[src/rtl/gf2m_reduce_seq.sv]
// gf2m_reduce_seq: sequential GF(2^N) reduction of a (2N-1)-bit carry-less product,
// one degree per clock from the top, with valid/ready on both sides.
`default_nettype none

module gf2m_reduce_seq #(
  parameter int         N    = 8,
  parameter logic [N:0] POLY = 9'h11B
) (
  input  logic           clk,
  input  logic           rst_n,
  input  logic           in_valid,
  output logic           in_ready,
  input  logic [2*N-2:0] in_prod,
  output logic           out_valid,
  input  logic           out_ready,
  output logic [N-1:0]   out_rem,
  output logic           busy
);

  localparam int PW = 2 * N - 1;
  // Counter must hold N-2; keep at least one bit so N = 2 still elaborates.
  localparam int CW = (N > 2) ? $clog2(N - 1) : 1;

  localparam logic [PW-1:0] POLY_EXT = PW'(POLY);
  localparam logic [PW-1:0] DEG_N    = PW'(1) << N;

  typedef enum logic [1:0] {
    IDLE   = 2'd0,
    REDUCE = 2'd1,
    DONE   = 2'd2
  } state_t;

  state_t          state, state_nx;
  logic [PW-1:0]   acc, acc_nx;
  logic [CW-1:0]   cnt, cnt_nx;

  always_ff @(posedge clk or negedge rst_n) begin
    if (!rst_n) begin
      state <= IDLE;
      acc   <= '0;
      cnt   <= '0;
    end else begin
      state <= state_nx;
      acc   <= acc_nx;
      cnt   <= cnt_nx;
    end
  end

  always_comb begin
    state_nx = state;
    acc_nx   = acc;
    cnt_nx   = cnt;
    case (state)
      IDLE: begin
        if (in_valid) begin
          acc_nx   = in_prod;
          cnt_nx   = CW'(N - 2);
          state_nx = REDUCE;
        end
      end
      REDUCE: begin
        // Cancel degree N+cnt if present; the step count is fixed, never data dependent.
        if (|(acc & (DEG_N << cnt)))
          acc_nx = acc ^ (POLY_EXT << cnt);
        if (cnt == '0)
          state_nx = DONE;
        else
          cnt_nx = cnt - 1'b1;
      end
      DONE: begin
        if (out_ready)
          state_nx = IDLE;
      end
      default: state_nx = IDLE;
    endcase
  end

  assign in_ready  = (state == IDLE);
  assign out_valid = (state == DONE);
  assign busy      = (state == REDUCE) || (state == DONE);
  assign out_rem   = acc[N-1:0];

endmodule

`default_nettype wire

[config.mk]
export PLATFORM = sky130hd
export DESIGN_NAME = gf2m_reduce_seq
export DESIGN_NICKNAME = d
export VERILOG_FILES = /design/src/rtl/gf2m_reduce_seq.sv
export SDC_FILE = /design/constraint.sdc
export NUM_CORES = 1
export LEC_CHECK = 0
export CAP_MARGIN = 20
export CORE_ASPECT_RATIO = 1.1
export CORE_MARGIN = 1
export CORE_UTILIZATION = 50
export CTS_BUF_LIST = sky130_fd_sc_hd__clkbuf_16
export DETAILED_ROUTE_END_ITERATION = 6
export PLACE_DENSITY = 0.87
export SYNTH_ARGS = -nofsm -noshare
export SYNTH_HDL_FRONTEND = slang
export SYNTH_SLANG_ARGS = --single-unit
[constraint.sdc]
create_clock -name clk -period 3.2 [get_ports clk]
set_input_delay 0.48 -clock clk [delete_from_list [all_inputs] [get_ports clk]]
set_output_delay 0.48 -clock clk [all_outputs]
set_load 0.01 [all_outputs]
**Word level (Yosys, flattened, before mapping)**

Cells that the tools add are included.

- Bits in registers: 20
- Input port bits: 19
- Output and inout bits: 11
- Logic and storage cells: 33

- Add/subtract/negate cells: 1
- Eq/ne operators: 7
- Shift operators: 2
- Multiplexer cells: 10
- Bitwise operators: 2
- Reduce and logical (&&, ||, !) cells: 8

Operators with widths:

| operator | number |
|---|---|
| 15-bit two-way mux | 2 |
| 15-bit case mux with 2 select lines | 1 |
| 9-bit by 3-bit left shift with 15-bit output, first input constant | 2 |
| 15-bit AND | 1 |
| 15-bit OR reduction | 1 |
| 15-bit bitwise XOR | 1 |
| 3-bit AND reduction | 3 |
| 2-bit != test, second input constant | 4 |
| 2-bit two-way mux | 3 |
| 3-bit two-way mux | 2 |
| 2-bit case mux with 3 select lines | 1 |
| 3-bit case mux with 2 select lines | 1 |
| 3-bit zero test | 1 |
| 3-bit by 1-bit subtractor with 3-bit output, second input constant | 1 |
| 2-bit by 1-bit equality test with 1-bit output, second input constant | 1 |
| 2-bit equality test, second input constant | 1 |
| 2-bit zero test | 1 |
| 2-bit by 1-bit != test with 1-bit output, second input constant | 1 |
| 2-bit nonzero test | 1 |
| 1-bit logical OR | 1 |

**Depth between registers and ports, before layout**

Gate-level depths: netlist of the first run.

- Word-level depth: 5
- Gate-level depth with buffers: 10
- Depth with buffers taken out: 8

**Worst setup path before layout of the first run**

Ideal clock, no wire load.

- Kind: reg2reg
- Start point: reg cnt[1]
- End point: reg acc[10]
- Library setup time: 0.128 ns
- Data arrival time: 2.317 ns
- Data required time: 3.072 ns
- Slack: 0.755 ns
- Cell stages (with the launch flop): 11
- Path buffers: 2
- Period minus slack after synthesis: 2.445 ns
- Cell sequence: dfrtp_1 -> clkbuf_1 -> inv_1 -> ha_1 -> and2_1 -> ha_1 -> or4b_4 -> and2_1 -> buf_6 -> nor3_1 -> nor3_1

- Longest elaborated chain between the ends: 5
- Elaborated cells on any way between the ends: 9
- Those cells by class: eq/ne (1); shift (2); mux (2); bitwise (2); reduce/logical (2)

RTL lines:

| item | line | source |
|---|---|---|
| start: declaration | 35 | `logic [CW-1:0] cnt, cnt_nx;` |
| start signal: assignment | 45 | `cnt <= cnt_nx;` |
| 9-bit by 3-bit left shift with 15-bit output | 63 | `if (\|(acc & (DEG_N << cnt)))` |
| 15-bit AND | 63 |  |
| 15-bit OR reduction | 63 |  |
| 2-bit != test (no source line) | n/a |  |
| 3-bit AND reduction (no source line) | n/a |  |
| end signal: assignment | 44 | `acc <= acc_nx;` |
| end: declaration | 34 | `logic [PW-1:0] acc, acc_nx;` |

Several ways; a longest one is shown, not always the timed one. The select of a mux whose other input is x is not followed.
A chain may end at the register's enable or synchronous reset.

**Worst setup path after layout of the first run**

- Start point: reg cnt[1]
- End point: reg acc[1]

The elaborated chain is that of the path after synthesis.

==> run metrics, run 1 <==
run status=complete, no violations; final routed wire length divided by cell count=16.1 µm; Chip Height=61.2 µm; relative slew slack=36.1%; Min-Delay Startpoint=acc[14]; Global Route met3 Usage=3.15%; busiest grt layer=met2; met2 demand-to-capacity share in global routing=37.0%; YS warnings=0; overall die area=0.00342 mm²; pin count of the biggest net entering global routing=22; effective utilization at floorplan=52.3%; smallest hold slack=0.513 ns; Worst Path Buf+Inv=1; final estimated routing congestion in global placement=0.857; synthesis-to-finish area growth=18.6%; Layout Skew=0.00390 ns; Die Wd=55.8 µm; most area-hungry cell type in the Yosys netlist=sky130_fd_sc_hd__dfrtp_1; share of cells above drive strength 1=8.29%; Final nets=226; Post-synth EDFFs=0; Max Freq=0.375 GHz; number of sinks handled by clock tree synthesis=20; Hold-fix buffers, CTS=0; number of flip-flops and latches in the synthesized netlist=20; Arrival @ worst endpoint=2.85 ns; number of placement rows=21; count of vias placed by the detailed router=1390; Buffers on Ports=29; syn_area_per_cell=8.96 µm²; max-slew violation total from the final report=0; Post-synth top flop=sky130_fd_sc_hd__dfrtp_1; setup bufs post-CTS=0; final core utilization=62.0%; cell at the root of the clock tree=sky130_fd_sc_hd__clkbuf_16; max incr delay on CP=0.56 ns; RSZ-0062 raised after global routing=no; proportion of total power due to net switching=45.1%; Total Routing Usage GR=21.6%; element type at the critical path end=flop; kind of path behind the tightest hold check=reg -> reg; Critical Path Start Type=flop; source of the worst register-to-register timing path=cnt[1]; number of max-capacitance violations reported=0; clock network latency to the later pin of the worst-skew pair=0.26 ns; via/cell ratio=6.12; share of Yosys cell area claimed by the top area cell type=31.4%; number of buffers created by CTS=3; Max clock buf depth=2; standard cell with the maximum stage delay on the critical path=sky130_fd_sc_hd__dfrtp_1; boundary pin count=30; Synth cell types=43; Int Pwr=1090 µW; async set or reset register ratio after synthesis=100%; met1 demand-to-capacity share in global routing=27.5%; startpoint of the worst setup timing path=cnt[1]; synthesized net count=210; period utilization=83.3%; most frequent standard cell in the layout excluding fill and tap cells=sky130_fd_sc_hd__clkdlybuf4s50_1; worst-path cell chain=inv_1 > ha_1 > and2_1 > ha_1 > or4b_4 > and2_1 > o21ai_1 > o2bb2ai_1; total congestion overflow after global routing=0; CTS tree=yes; cell types occupying the most area after synthesis=sky130_fd_sc_hd__dfrtp_1, sky130_fd_sc_hd__ha_1, sky130_fd_sc_hd__nand3_1; P per Cell Area=1050 mW/mm²; area of the placeable core=0.00305 mm²; Setup CP Type=reg -> reg; initial DRC count=113; H-tree depth=1; antenna violations before repair=0; final wirelength=3.66 mm; hold violation total from the final report=0; post-detailed-route count of antenna-violating nets=0; VDD IR-drop max=0.724 mV; most used cells in the layout excluding fill and tap cells=sky130_fd_sc_hd__clkdlybuf4s50_1, sky130_fd_sc_hd__dfrtp_1, sky130_fd_sc_hd__nand3_1; antenna cell count=0; instance count of the mapped netlist=178; global-route wire length before repair=5.66 mm; number of gates resized after cts=0; slew of the pin with the lowest slew margin=0.955 ns; via count of the first global-routing pass=1215; Sw Pwr=897 µW; accumulated negative setup slack=0 ns; leakage dissipation=0.000757 µW; proportion of power drawn by flip-flops and latches=26.8%; number of iterations in the first detailed-routing pass=4; CP top delay family=simple AND/OR/NAND/NOR gates; final-report setup violation count=0; netlist area before placement=0.00159 mm²; Period minus WS final=2.67 ns; CP required=3.38 ns; Fillers=272; placed wire-length estimate after detailed placement=2.48 mm; relative contribution of combinational cells to total power=59.7%; remaining design rule violation count=0; crit path max fanout=13; clock-pin slew of the registers on the worst-case setup and hold paths=0.06 ns; post-synthesis sequential area ratio=31.4%; proportion of power drawn by the clock network=13.5%
-- cell families (layout without fill, tap and decap cells) --
family,after synthesis,count (layout),share of synthesized area [%]
AND/OR/NAND/NOR,59,59,20.1
AO/OA/AOI/OAI,48,48,21.7
adder cells (fa/ha/maj),13,13,10.2
multiplexers,10,10,6.75
buffers and inverters,28,43,9.81
flip-flops,20,20,31.4
-- worst register-to-register path: stages (launching register included) --
cell,delay [ns]
sky130_fd_sc_hd__dfrtp_1,0.56
sky130_fd_sc_hd__inv_1,0.18
sky130_fd_sc_hd__ha_1,0.28
sky130_fd_sc_hd__and2_1,0.18
sky130_fd_sc_hd__ha_1,0.18
sky130_fd_sc_hd__or4b_4,0.52
sky130_fd_sc_hd__and2_1,0.32
sky130_fd_sc_hd__o21ai_1,0.24
sky130_fd_sc_hd__o2bb2ai_1,0.13
-- final cells by class --
cell class              instances  area (µm²)  share of cell area [%]
repair buffers                 30         298                    15.8
inverters                       9        33.8                    1.79
clock inverters                 1        3.75                   0.199
clock buffers                   3        75.1                    3.97
multi-input cells             130         937                    49.6
well taps                      34        42.5                    2.25
flip-flops and latches         20         500                    26.5
-- stage by stage --
| step | std cells | cell area, µm² | setup WS [ns] | total power, µW |
|---|---|---|---|---|
| after floorplan | 178 | 1590 | 0.755 | 1450 |
| after global placement | 223 | 1810 | 0.653 | 1670 |
| after detailed placement | 223 | 1810 | 0.571 | 1710 |
| after CTS | 227 | 1890 | 0.575 | 1980 |
| after global routing | 227 | 1890 | 0.390 | 2120 |
| final | 227 | 1890 | 0.533 | 1990 |
-- worst paths after layout --
check | to | slack (ns) | cells past startpoint
setup reg to reg | acc[1] | 0.53 | 8
hold / removal | acc[14] | 0.51 | 2
max in group asynchronous | state[0] | 1.86 | 1
min in group asynchronous | acc[5] | 0.75 | 1
hold reg to reg | acc[14] | 0.51 | 2
setup / recovery | acc[1] | 0.53 | 8
-- flip-flops by register name (all words and copies together) (netlist names) --
signal,flops
acc,15
cnt,3
state,2
-- layer usage --
| metal | vias up | share of wire (%) |
|---|---|---|
| met5 | - | 0 |
| met4 | 0 | 2.1 |
| met3 | 7 | 4.3 |
| met2 | 42 | 48 |
| met1 | 654 | 46 |
| li1 | 687 | - |
-- power groups by stage --
stage               Sequential (µW)  Clock (µW)  Combinational (µW)
global route                    551         277                1290
CTS                             529         268                1180
detailed placement              535           0                1170
finish                          533         268                1190
floorplan                       472           0                 980
global placement                526           0                1150
-- cells in the mapped netlist, types with 2 or more instances --
cell	n
sky130_fd_sc_hd__a32oi_1	4
sky130_fd_sc_hd__dfrtp_1	20
sky130_fd_sc_hd__buf_2	2
sky130_fd_sc_hd__ha_1	13
sky130_fd_sc_hd__nor3_1	15
sky130_fd_sc_hd__clkbuf_1	5
sky130_fd_sc_hd__buf_4	11
sky130_fd_sc_hd__nand3_1	17
sky130_fd_sc_hd__a22oi_1	2
sky130_fd_sc_hd__nor2_1	2
sky130_fd_sc_hd__o32ai_1	6
sky130_fd_sc_hd__nand2b_1	3
sky130_fd_sc_hd__mux2i_1	4
sky130_fd_sc_hd__mux2_2	6
sky130_fd_sc_hd__o21ai_1	3
sky130_fd_sc_hd__o21ai_0	8
sky130_fd_sc_hd__and2_1	5
sky130_fd_sc_hd__a21oi_1	11
sky130_fd_sc_hd__a2111o_1	2
sky130_fd_sc_hd__nor2b_1	2
sky130_fd_sc_hd__nand2_1	7
sky130_fd_sc_hd__inv_1	9
Note: power is estimated with default switching activity, not from simulation.
==> run 2: changes to the inputs <==
--- a/config.mk
+++ b/config.mk
@@ -8,10 +8,10 @@
 export CAP_MARGIN = 20
 export CORE_ASPECT_RATIO = 1.1
 export CORE_MARGIN = 1
-export CORE_UTILIZATION = 50
+export CORE_UTILIZATION = 47
 export CTS_BUF_LIST = sky130_fd_sc_hd__clkbuf_16
 export DETAILED_ROUTE_END_ITERATION = 6
-export PLACE_DENSITY = 0.87
+export PLACE_DENSITY = 0.86
 export SYNTH_ARGS = -nofsm -noshare
 export SYNTH_HDL_FRONTEND = slang
 export SYNTH_SLANG_ARGS = --single-unit
==> constraint.sdc (replaced) <==
create_clock -name clk -period 2.25 [get_ports clk]
set_input_delay 0.3375 -clock clk [delete_from_list [all_inputs] [get_ports clk]]
set_output_delay 0.3375 -clock clk [all_outputs]
set_load 0.01 [all_outputs]
==> run metrics, run 2 (synthesis gave the netlist of run 1 again) <==
P per Cell Area=1540 mW/mm²; leakage dissipation=0.000834 µW; cell at the root of the clock tree=sky130_fd_sc_hd__clkbuf_16; critical path depth=8; total congestion overflow after global routing=0; synthesis-to-finish area growth=30.7%; most used cells in the layout excluding fill and tap cells=sky130_fd_sc_hd__clkdlybuf4s50_1, sky130_fd_sc_hd__dfrtp_1, sky130_fd_sc_hd__nand3_1; Setup CP Type=reg -> reg; standard cell with the maximum stage delay on the critical path=sky130_fd_sc_hd__or4b_4; clock network latency to the later pin of the worst-skew pair=0.26 ns; proportion of total power due to net switching=43.9%; VDD IR-drop max=0.681 mV; crit path max fanout=5; final wirelength=4.10 mm; Total Routing Usage GR=23.5%; share of cells above drive strength 1=23.4%; via/cell ratio=6.13; max-slew violation total from the final report=0; CTS tree=yes; hold violation total from the final report=0; Worst Reg-to-Reg Cells=8; source of the worst register-to-register timing path=cnt[1]; Fillers=247; number of sinks handled by clock tree synthesis=20; post-detailed-route count of antenna-violating nets=0; clock-pin slew of the registers on the worst-case setup and hold paths=0.06 ns; worst-path cell chain=inv_2 > ha_2 > and2_1 > ha_1 > or4b_4 > and2_4 > o21ai_1 > nand3_1; Final nets=242; via count of the first global-routing pass=1382; area of the placeable core=0.00313 mm²; Period minus WS final=2.16 ns; Layout Skew=0.00775 ns; number of iterations in the first detailed-routing pass=6; Sw Pwr=1410 µW; count of vias placed by the detailed router=1490; Buffers on Ports=29; register name with the most flops=acc; proportion of power drawn by the clock network=11.7%; CP required=2.39 ns; Max Freq=0.463 GHz; Arrival @ worst endpoint=2.30 ns; smallest hold slack=0.412 ns; pin count of the biggest net entering global routing=21; violated checks=DRC; period utilization=96.0%; global-route wire length before repair=6.56 mm; most frequent standard cell in the layout excluding fill and tap cells=sky130_fd_sc_hd__clkdlybuf4s50_1; run status=finished with violations; Critical Path Start Type=flop; worst r2r dst=acc[4]; final-report setup violation count=0; relative contribution of combinational cells to total power=65.9%; startpoint of the worst setup timing path=cnt[1]; Hold-fix buffers, CTS=0; initial DRC count=85; final estimated routing congestion in global placement=0.856; max incr delay on CP=0.57 ns; placed wire-length estimate after detailed placement=2.76 mm; Largest register FFs=15; Max clock buf depth=2; Int Pwr=1800 µW; worst setup slack for register-to-register paths=0.09 ns; CP top delay family=simple AND/OR/NAND/NOR gates; remaining design rule violation count=3; effective utilization at floorplan=51.0%; number of max-capacitance violations reported=0; final routed wire length divided by cell count=16.9 µm; Die Wd=57.5 µm; slew of the pin with the lowest slew margin=0.438 ns; Worst Path Buf+Inv=1; proportion of power drawn by flip-flops and latches=22.3%; kind of path behind the tightest hold check=in -> async; relative slew slack=70.8%; Largest regs=acc x15, cnt x3, state x2; boundary pin count=30; PnR Total Power=3210 µW; worst setup path endpoint=acc[4]; number of buffers created by CTS=3; element type at the critical path end=flop; overall die area=0.00363 mm²; Chip Height=63.1 µm; number of placement rows=21; H-tree depth=1; antenna cell count=0; antenna violations before repair=0
==> run 2: cell types whose count changed in the layout (fill, tap and decap cells not counted), moves of 3 or more <==
cell | previous run | this run
sky130_fd_sc_hd__ha_1 | 13 | 9
sky130_fd_sc_hd__nor3_1 | 15 | 9
sky130_fd_sc_hd__ha_2 | 0 | 4
sky130_fd_sc_hd__buf_4 | 1 | 15
sky130_fd_sc_hd__inv_1 | 9 | 6
sky130_fd_sc_hd__nor3_2 | 0 | 6
==> run 2: how the worst min path moves through the flow <==
| stage | from | slack [ns] | end |
|---|---|---|---|
| 2_1_floorplan | rst_n | 0.04 | acc[0] |
| 3_3_place_gp | acc[12] | 0.50 | acc[12] |
| 3_5_place_dp | acc[1] | 0.51 | acc[1] |
| 4_1_cts | rst_n | 0.43 | acc[2] |
| 5_1_grt | rst_n | 0.47 | acc[4] |
| 6_report | rst_n | 0.41 | acc[2] |
==> run 2: layout make-up <==
type | instances | area [µm²] | area share, %
multi-input cells | 131 | 998 | 47.9
flip-flops and latches | 20 | 503 | 24.1
repair buffers | 45 | 423 | 20.3
clock buffers | 3 | 75.1 | 3.60
well taps | 34 | 42.5 | 2.04
inverters | 9 | 37.5 | 1.80
clock inverters | 1 | 3.75 | 0.180
==> run 2: through the flow <==
step / util (%) / instances / area [µm²] / TNS (ns) / setup WS (ns)
after detailed placement: 62.9 / 237 / 1970 / 0 / 0.0650
after CTS: 65.5 / 241 / 2050 / 0 / 0.0530
after global placement: 62.9 / 237 / 1970 / 0 / 0.114
after floorplan: - / 178 / 1640 / 0 / 0.0309
final: 66.6 / 243 / 2080 / 0 / 0.0901
after global routing: 66.6 / 243 / 2080 / -0.0135 / -0.0135
==> run 2: worst register-to-register path, cell delays in order (launching register included) <==
cell	delay, ns
sky130_fd_sc_hd__dfrtp_2	0.40
sky130_fd_sc_hd__inv_2	0.07
sky130_fd_sc_hd__ha_2	0.18
sky130_fd_sc_hd__and2_1	0.15
sky130_fd_sc_hd__ha_1	0.20
sky130_fd_sc_hd__or4b_4	0.57
sky130_fd_sc_hd__and2_4	0.22
sky130_fd_sc_hd__o21ai_1	0.17
sky130_fd_sc_hd__nand3_1	0.09
==> run 2: per-layer routing <==
| layer | vias to the layer above | GRT usage, % | part of all wire [%] |
|---|---|---|---|
| met5 | - | 0 | 0 |
| met4 | 0 | 10.4 | 2.2 |
| met3 | 9 | 2.67 | 5.3 |
| met2 | 57 | 36.6 | 49 |
| met1 | 707 | 32.5 | 44 |
| li1 | 717 | - | - |
==> run 2: timing repair <==
action                                  CTS  global route
buffers inserted                          0             1
gates resized for setup                   0             8
hold endpoints to repair                  0             0
endpoints found under the setup margin    0            14
==> run 2: power by group through the flow <==
stage	registers, µW	clock network [µW]	logic (µW)
6_report	716	377	2120
5_1_grt	742	394	2320
4_1_cts	713	373	2010
3_5_place_dp	718	0	1990
3_3_place_gp	710	0	1960
2_1_floorplan	682	0	1460
